**src/rtl/uart_tx_engine_pkg.sv**
```systemverilog
// rtl/uart_tx_engine_pkg.sv - shared state encodings, code constants and OVS check for the UART transmit engine
package uart_tx_engine_pkg;

    typedef enum logic [3:0] {
        ST_IDLE      = 4'd0,
        ST_START_DLY = 4'd1,
        ST_START     = 4'd2,
        ST_DATA      = 4'd3,
        ST_PARITY    = 4'd4,
        ST_STOP      = 4'd5,
        ST_GUARD     = 4'd6,
        ST_STOP_DLY  = 4'd7,
        ST_BREAK     = 4'd8,
        ST_BRK_MARK  = 4'd9
    } tx_state_e;

    localparam logic [1:0] STOP_1   = 2'd0;
    localparam logic [1:0] STOP_1P5 = 2'd1;
    localparam logic [1:0] STOP_2   = 2'd2;
    localparam logic [1:0] STOP_2B  = 2'd3;

    localparam logic [1:0] PAR_ODD   = 2'd0;
    localparam logic [1:0] PAR_EVEN  = 2'd1;
    localparam logic [1:0] PAR_SPACE = 2'd2;
    localparam logic [1:0] PAR_MARK  = 2'd3;

    function automatic bit ovs_legal(input int ovs);
        return (ovs == 4) || (ovs == 8) || (ovs == 16);
    endfunction

endpackage

```
**src/rtl/uart_bit_timer.sv**
```systemverilog
// rtl/uart_bit_timer.sv - oversample tick counter with full-bit and half-bit terminal pulses
module uart_bit_timer
    import uart_tx_engine_pkg::*;
#(
    parameter int OVS = 16
)
(
    input  logic Clk,
    input  logic Rst,
    input  logic i_ce,
    input  logic i_clr,
    output logic o_full,
    output logic o_half
);

    // An unsupported ratio falls back to 16 rather than producing odd bit lengths.
    localparam int OVS_E = ovs_legal(OVS) ? OVS : 16;
    localparam int CW    = $clog2(OVS_E);
    localparam logic [CW-1:0] LAST = CW'(OVS_E - 1);
    localparam logic [CW-1:0] HALF = CW'(OVS_E / 2 - 1);

    logic [CW-1:0] r_cnt;

    always_ff @(posedge Clk or negedge Rst) begin
        if (!Rst) begin
            r_cnt <= '0;
        end else if (i_clr) begin
            r_cnt <= '0;
        end else if (i_ce) begin
            r_cnt <= (r_cnt == LAST) ? '0 : r_cnt + CW'(1);
        end
    end

    assign o_full = i_ce && (r_cnt == LAST);
    assign o_half = i_ce && (r_cnt == HALF);

endmodule

```
**src/rtl/uart_tx_engine.sv**
```systemverilog
// rtl/uart_tx_engine.sv - UART transmit engine: framing, parity, stop/guard timing, flow control and break
module uart_tx_engine
    import uart_tx_engine_pkg::*;
#(
    parameter int OVS  = 16,
    parameter int MAXW = 9,
    parameter int GW   = 8
)
(
    input  logic            Clk,
    input  logic            Rst,
    input  logic            CE_Ovs,
    input  logic [3:0]      Len,
    input  logic [1:0]      NumStop,
    input  logic            ParEn,
    input  logic [1:0]      Par,
    input  logic [GW-1:0]   Guard,
    input  logic            Brk,
    input  logic            TF_EF,
    input  logic [MAXW-1:0] THR,
    output logic            TF_RE,
    input  logic            CTSi,
    output logic            TxD,
    output logic            TxIdle,
    output logic            TxStart,
    output logic            TxShift,
    output logic            TxStop,
    output logic            TxBrk,
    output logic            TxDone
);

    localparam int CW = (GW > 4) ? GW : 4;

    tx_state_e       r_state;
    tx_state_e       w_next;
    tx_state_e       w_boundary;
    logic [MAXW-1:0] r_tsr;
    logic [3:0]      r_len;
    logic [1:0]      r_nstop;
    logic            r_paren;
    logic [1:0]      r_par;
    logic [GW-1:0]   r_guard;
    logic [CW-1:0]   r_bitcnt;
    logic            r_txd;
    logic            r_tf_re;
    logic            r_done;

    logic            w_full;
    logic            w_half;
    logic            w_tmr_clr;
    logic            w_load;
    logic            w_brk_enter;
    logic            w_stop_done;
    logic            w_txd;
    logic            w_data_bit;
    logic            w_parity;
    logic [3:0]      w_len_eff;
    logic [CW-1:0]   w_brk_min;
    logic [MAXW-1:0] w_mask;

    assign w_len_eff = (Len < 4'd5 || Len > 4'(MAXW)) ? 4'(MAXW) : Len;
    assign w_brk_min = CW'(r_len) + CW'(2);
    assign w_mask    = ~({MAXW{1'b1}} << r_len);

    // Bit timer restarts on every state change and is held clear while idle.
    assign w_tmr_clr = (w_next != r_state) || (r_state == ST_IDLE);

    uart_bit_timer #(.OVS(OVS)) u_bit_timer (
        .Clk    (Clk),
        .Rst    (Rst),
        .i_ce   (CE_Ovs),
        .i_clr  (w_tmr_clr),
        .o_full (w_full),
        .o_half (w_half)
    );

    always_comb begin
        w_stop_done = 1'b0;
        if (r_state == ST_STOP) begin
            case (r_nstop)
                STOP_1:   w_stop_done = w_full;
                STOP_1P5: w_stop_done = w_half && (r_bitcnt == CW'(1));
                default:  w_stop_done = w_full && (r_bitcnt == CW'(1));
            endcase
        end
    end

    // Character boundary decision: CTSi and Brk only matter here.
    always_comb begin
        if (Brk)
            w_boundary = ST_BREAK;
        else if (!TF_EF && CTSi)
            w_boundary = ST_START;
        else
            w_boundary = ST_STOP_DLY;
    end

    always_comb begin
        w_next = r_state;
        case (r_state)
            ST_IDLE: begin
                if (CE_Ovs) begin
                    if (Brk)
                        w_next = ST_BREAK;
                    else if (!TF_EF)
                        w_next = ST_START_DLY;
                end
            end
            ST_START_DLY: begin
                if (w_full) begin
                    if (TF_EF)
                        w_next = ST_IDLE;
                    else if (CTSi)
                        w_next = ST_START;
                end
            end
            ST_START:  if (w_full) w_next = ST_DATA;
            ST_DATA: begin
                if (w_full && (r_bitcnt == CW'(r_len) - CW'(1)))
                    w_next = r_paren ? ST_PARITY : ST_STOP;
            end
            ST_PARITY: if (w_full) w_next = ST_STOP;
            ST_STOP: begin
                if (w_stop_done)
                    w_next = (r_guard != '0) ? ST_GUARD : w_boundary;
            end
            ST_GUARD: begin
                if (w_full && (r_bitcnt == CW'(r_guard) - CW'(1)))
                    w_next = w_boundary;
            end
            ST_STOP_DLY: begin
                if (w_full) begin
                    if (TF_EF)
                        w_next = ST_IDLE;
                    else if (CTSi)
                        w_next = ST_START;
                    else
                        w_next = ST_START_DLY;
                end
            end
            ST_BREAK: begin
                if (w_full && !Brk && (r_bitcnt >= w_brk_min - CW'(1)))
                    w_next = ST_BRK_MARK;
            end
            ST_BRK_MARK: if (w_full) w_next = ST_IDLE;
            default:   w_next = ST_IDLE;
        endcase
    end

    assign w_load      = (w_next == ST_START) && (r_state != ST_START);
    assign w_brk_enter = (w_next == ST_BREAK) && (r_state != ST_BREAK);

    always_comb begin
        w_data_bit = 1'b1;
        for (int i = 0; i < MAXW; i++) begin
            if (r_bitcnt == CW'(i))
                w_data_bit = r_tsr[i];
        end
    end

    always_comb begin
        case (r_par)
            PAR_ODD:   w_parity = ~^(r_tsr & w_mask);
            PAR_EVEN:  w_parity = ^(r_tsr & w_mask);
            PAR_SPACE: w_parity = 1'b0;
            default:   w_parity = 1'b1;
        endcase
    end

    always_comb begin
        case (r_state)
            ST_START:  w_txd = 1'b0;
            ST_BREAK:  w_txd = 1'b0;
            ST_DATA:   w_txd = w_data_bit;
            ST_PARITY: w_txd = w_parity;
            default:   w_txd = 1'b1;
        endcase
    end

    always_ff @(posedge Clk or negedge Rst) begin
        if (!Rst) begin
            r_state  <= ST_IDLE;
            r_tsr    <= '1;
            r_len    <= 4'(MAXW);
            r_nstop  <= STOP_1;
            r_paren  <= 1'b0;
            r_par    <= PAR_ODD;
            r_guard  <= '0;
            r_bitcnt <= '0;
            r_txd    <= 1'b1;
            r_tf_re  <= 1'b0;
            r_done   <= 1'b0;
        end else begin
            r_state <= w_next;
            r_txd   <= w_txd;
            r_tf_re <= w_load;
            r_done  <= w_stop_done;
            if (w_next != r_state)
                r_bitcnt <= '0;
            else if (w_full && !(r_state == ST_BREAK && r_bitcnt >= w_brk_min))
                r_bitcnt <= r_bitcnt + CW'(1);
            if (w_load) begin
                r_tsr   <= THR;
                r_len   <= w_len_eff;
                r_nstop <= NumStop;
                r_paren <= ParEn;
                r_par   <= Par;
                r_guard <= Guard;
            end else if (w_brk_enter) begin
                r_len <= w_len_eff;
            end
        end
    end

    assign TxD     = r_txd;
    assign TF_RE   = r_tf_re;
    assign TxDone  = r_done;
    assign TxIdle  = (r_state == ST_IDLE);
    assign TxStart = (r_state == ST_START);
    assign TxShift = (r_state == ST_START) || (r_state == ST_DATA) ||
                     (r_state == ST_PARITY) || (r_state == ST_STOP);
    assign TxStop  = (r_state == ST_STOP);
    assign TxBrk   = (r_state == ST_BREAK);

endmodule

```
**config.mk**
```make
export PLATFORM = sky130hd
export DESIGN_NAME = uart_tx_engine
export DESIGN_NICKNAME = d
export VERILOG_FILES = /design/src/rtl/uart_tx_engine_pkg.sv /design/src/rtl/uart_bit_timer.sv /design/src/rtl/uart_tx_engine.sv
export SDC_FILE = /design/constraint.sdc
export NUM_CORES = 1
export LEC_CHECK = 0
export ABC_CLOCK_PERIOD_IN_PS = 6250
export BUFFER_PORTS_ARGS = -buffer_cell sky130_fd_sc_hd__buf_2
export CAP_MARGIN = 10
export CORE_MARGIN = 5
export CORE_UTILIZATION = 55
export CTS_BUF_LIST = sky130_fd_sc_hd__clkbuf_16
export DETAILED_ROUTE_END_ITERATION = 8
export GPL_TIMING_DRIVEN = 0
export PLACE_DENSITY_LB_ADDON = 0.2
export SLEW_MARGIN = 20
export SYNTH_ARGS = -nofsm -noshare
export SYNTH_HDL_FRONTEND = slang
export SYNTH_SLANG_ARGS = --single-unit
```
**constraint.sdc**
```tcl
create_clock -name Clk -period 6.25 [get_ports Clk]
set_input_delay 1.25 -clock Clk [delete_from_list [all_inputs] [get_ports Clk]]
set_output_delay 1.25 -clock Clk [all_outputs]
set_load 0.02 [all_outputs]
```
==> insert_results.sql <==
INSERT INTO impl_metrics (metric_group, metric, value, unit) VALUES
('status', 'outcome', 'completed', ''),
('setup_path', 'cpMostUsedCell', 'sky130_fd_sc_hd__ha_1', ''),
('yosys', 'mappedNetlistArea', '3680', 'um2'),
('power', 'power.sequential.fraction', '0.445', ''),
('yosys', 'postSynth.asyncResetShare', '1.00', ''),
('global_routing', 'grt_first_pass_wirelength', '15000', 'um'),
('yosys', 'synth.yosys.seq_area_share', '0.310', ''),
('routing', 'first_iter_violations', '184', ''),
('yosys', 'post_synth_fa_ha_maj_area_fraction', '0.102', ''),
('yosys', 'synth_enable_flop_cells', '0', ''),
('setup_path', 'crit_path_start_kind', 'flop', ''),
('timing', 'fmax', '258', 'MHz'),
('timing', 'timing_max_transition_violations_final', '0', ''),
('clock_network', 'cts_root_buf', 'sky130_fd_sc_hd__clkbuf_16', ''),
('clock_network', 'htree_num_levels', '2', ''),
('routing', 'routed_wl', '8630', 'um'),
('power', 'power.switching', '0.228', 'mW'),
('routing', 'viasPerCell', '5.96', ''),
('placed_design', 'number_of_buffers_inserted_by_port_buffering', '37', ''),
('run', 'max_cap_violations', '0', ''),
('setup_path', 'cp_slowest_cell', 'sky130_fd_sc_hd__xnor2_1', ''),
('floorplanning', 'rows', '29', ''),
('placed_design', 'dpl.hpwl', '6590', 'um'),
('clock_network', 'clock_insertion_delay_worst_skew', '290', 'ps'),
('setup_path', 'worst-path-max-fanout', '10', ''),
('global_routing', 'grt_overflow_total', '0', ''),
('global_routing', 'grt_max_degree', '46', ''),
('routing', 'detail_route.first_pass.iterations', '4', ''),
('setup_path', 'worstRegToRegCells', '13', ''),
('setup_path', 'crit_chain', 'clkbuf_1, inv_1, ha_1, nor3b_1, xor2_1, ha_1, a21o_1, a21oi_1, o21ai_0, a211oi_1, o41ai_1, xnor2_1, nor4_1', ''),
('routing', 'routed-via-count', '2981', ''),
('power', 'vdd_ir_drop_max', '121', 'uV'),
('min_path', 'worst_hold_path.num_cells', '1', ''),
('setup_path', 'cp_data_arrival_time', '3990', 'ps'),
('clock_network', 'cts.clk_slew.worst_paths', '70', 'ps'),
('setup_path', 'cp-end-kind', 'flop', ''),
('min_path', 'min_path_type', 'reg2reg', ''),
('global_routing', 'antenna_found_initial', '0', ''),
('clock_network', 'clk_path_buf_depth', '2', ''),
('setup_path', 'worst_path_largest_cell_delay', '710', 'ps'),
('timing', 'fin_crit_sh', '0.620', ''),
('timing', 'grt_setup_unrepaired', 'no', ''),
('yosys', 'combinational_family_with_the_most_area_after_synthesis', 'simple AND/OR/NAND/NOR gates', ''),
('floorplanning', 'die-width', '91.8', 'um'),
('yosys', 'synthesized_area_fraction_occupied_by_ao_oa_aoi_and_oai_cells', '0.137', ''),
('timing', 'finalClockSkew', '6.16', 'ps'),
('finish', 'num-nets-final', '484', ''),
('clock_network', 'cts_setup_buffers', '0', ''),
('yosys', 'post_synthesis_cells', '378', ''),
('power', 'power_density', '184', 'nW/um2'),
('timing', 'final.hold.worst_slack', '530', 'ps'),
('timing', 'postLayoutSetupSlackWorst', '2380', 'ps'),
('timing', 'worst-slew-pin-transition', '950', 'ps'),
('clock_network', 'post_cts.resized_instances', '0', ''),
('finish', 'layout_common_cells', '40 x sky130_fd_sc_hd__buf_2, 33 x sky130_fd_sc_hd__dfrtp_1, 30 x sky130_fd_sc_hd__ha_1, 24 x sky130_fd_sc_hd__inv_1, 23 x sky130_fd_sc_hd__xnor2_1', ''),
('finish', 'num_antenna_cells', '0', ''),
('timing', 'hold_viol_final', '0', ''),
('yosys', 'synth_flop_cell', 'sky130_fd_sc_hd__dfrtp_1', ''),
('finish', 'layout.cells.most_common', 'sky130_fd_sc_hd__buf_2', ''),
('power', 'p_comb_frac', '0.206', ''),
('power', 'cell_internal_pwr', '0.528', 'mW'),
('yosys', 'yosysWarnings', '0', ''),
('finish', 'finalCoreUtilization', '0.640', ''),
('power', 'power.clock.fraction', '0.349', ''),
('placed_design', 'gp_congestion', '0.916', ''),
('global_routing', 'globalRouteTotalUtil', '0.217', ''),
('yosys', 'synth.distinct_cells', '67', ''),
('yosys', 'ys_seq_elements', '45', ''),
('floorplanning', 'dieArea', '8420', 'um2'),
('timing', 'timing.max_slew.rel_slack', '0.361', ''),
('clock_network', 'numClockSinks', '45', '');
state kept, by name, summed over array words and instances, names as in the netlist:
| signal | flops |
|---|---|
| r_par | 2 |
| r_nstop | 2 |
| r_guard | 8 |
| r_paren | 1 |
| TxD | 1 |
| u_bit_timer.r_cnt | 4 |
| TF_RE | 1 |
| r_len | 4 |
| TxDone | 1 |
| r_bitcnt | 8 |
| r_state | 4 |
| r_tsr | 9 |
cell usage after synthesis (2+ instances only):
| master | count | area share |
|---|---|---|
| sky130_fd_sc_hd__nor3_1 | 20 | 0.027 |
| sky130_fd_sc_hd__o211ai_1 | 3 | 0.0061 |
| sky130_fd_sc_hd__ha_1 | 30 | 0.10 |
| sky130_fd_sc_hd__nor3b_1 | 4 | 0.0082 |
| sky130_fd_sc_hd__mux2_4 | 20 | 0.082 |
| sky130_fd_sc_hd__dfrtp_1 | 33 | 0.22 |
| sky130_fd_sc_hd__nor4_1 | 6 | 0.010 |
| sky130_fd_sc_hd__nand2_1 | 17 | 0.017 |
| sky130_fd_sc_hd__nor2_1 | 19 | 0.019 |
| sky130_fd_sc_hd__or3_1 | 2 | 0.0034 |
| sky130_fd_sc_hd__and2_1 | 5 | 0.0085 |
| sky130_fd_sc_hd__and3_1 | 5 | 0.0085 |
| sky130_fd_sc_hd__o31a_1 | 2 | 0.0048 |
| sky130_fd_sc_hd__a22oi_1 | 2 | 0.0041 |
| sky130_fd_sc_hd__nand2b_1 | 7 | 0.012 |
| sky130_fd_sc_hd__or4_4 | 2 | 0.0061 |
| sky130_fd_sc_hd__a21boi_0 | 3 | 0.0061 |
| sky130_fd_sc_hd__a21o_1 | 3 | 0.0061 |
| sky130_fd_sc_hd__a21oi_1 | 12 | 0.016 |
| sky130_fd_sc_hd__nand3b_1 | 2 | 0.0041 |
| sky130_fd_sc_hd__mux2_1 | 3 | 0.0092 |
| sky130_fd_sc_hd__clkbuf_1 | 11 | 0.011 |
| sky130_fd_sc_hd__o21a_1 | 2 | 0.0041 |
| sky130_fd_sc_hd__nand3_1 | 11 | 0.015 |
| sky130_fd_sc_hd__mux2i_1 | 7 | 0.019 |
| sky130_fd_sc_hd__buf_2 | 4 | 0.0054 |
| sky130_fd_sc_hd__xnor2_1 | 23 | 0.055 |
| sky130_fd_sc_hd__o41ai_1 | 2 | 0.0048 |
| sky130_fd_sc_hd__xor2_1 | 12 | 0.029 |
| sky130_fd_sc_hd__o31ai_1 | 3 | 0.0061 |
| sky130_fd_sc_hd__o21ai_0 | 14 | 0.019 |
| sky130_fd_sc_hd__nand4_1 | 4 | 0.0068 |
| sky130_fd_sc_hd__dfstp_2 | 12 | 0.086 |
| sky130_fd_sc_hd__inv_1 | 24 | 0.025 |
| sky130_fd_sc_hd__a311oi_1 | 3 | 0.0071 |
| sky130_fd_sc_hd__nor2b_1 | 8 | 0.014 |
| sky130_fd_sc_hd__buf_6 | 3 | 0.0092 |
| sky130_fd_sc_hd__a211oi_1 | 4 | 0.0082 |
| sky130_fd_sc_hd__a31oi_1 | 3 | 0.0051 |
logic make-up after synthesis:
group,Yosys count
XOR/XNOR,36
adder cells (fa/ha/maj),30
AND/OR/NAND/NOR,124
AO/OA/AOI/OAI,68
flip-flops,45
multiplexers,31
buffers and inverters,44
through the flow:
stage          std cells  instance area, um2
2_1_floorplan        378                3680
3_3_place_gp         492                3960
3_5_place_dp         492                3960
4_1_cts              500                4110
5_1_grt              500                4110
6_report             500                4110
final cells by class:
cell class | instances | area [um2]
plain buffers | 19 | 103
clock buffers | 5 | 125
clock inverters | 3 | 22.5
fillers | 566 | 2310
inverters | 25 | 93.8
multi-input cells | 289 | 2340
flip-flops and latches | 45 | 1140
well taps | 77 | 96.3
repair buffers | 37 | 188
power by group through the flow:
stage / clock network [mW] / logic (mW) / registers (mW)
finish: 0.264 / 0.155 / 0.336
global route: 0.287 / 0.180 / 0.339
CTS: 0.269 / 0.155 / 0.336
detailed placement: 0 / 0.154 / 0.341
global placement: 0 / 0.148 / 0.340
floorplan: 0 / 0.113 / 0.333
critical path: cells and delay by family, from the launching register on:
family                     cells  cell delay [ps]
and+or+nand+nor                2              370
adders and majority gates      2              640
AOI/OAI and AO/OA              5              770
DFF                            1              510
buffers and inverters          2              520
xor gates and xnor gates       2              880
metal layers:
layer	track usage	wire (um)	vias up
met5	0	0	-
met2	0.384	4270	81
met4	0.0582	206	0
met3	0.0368	395	22
met1	0.274	3760	1431
li1	-	-	1447
path summary, 6_finish.rpt:
| kind | end | slack [ps] | startpoint |
|---|---|---|---|
| min reg2reg | r_par[1] | 530 | r_par[1] |
| max | u_bit_timer.r_cnt[1] | 2380 | r_len[3] |
| max reg2reg | u_bit_timer.r_cnt[1] | 2380 | r_len[3] |
| min in group asynchronous | r_state[2] | 960 | Rst |
| min | r_par[1] | 530 | r_par[1] |
| max in group asynchronous | r_state[3] | 4880 | Rst |
Note: power is estimated with default switching activity, not from simulation.
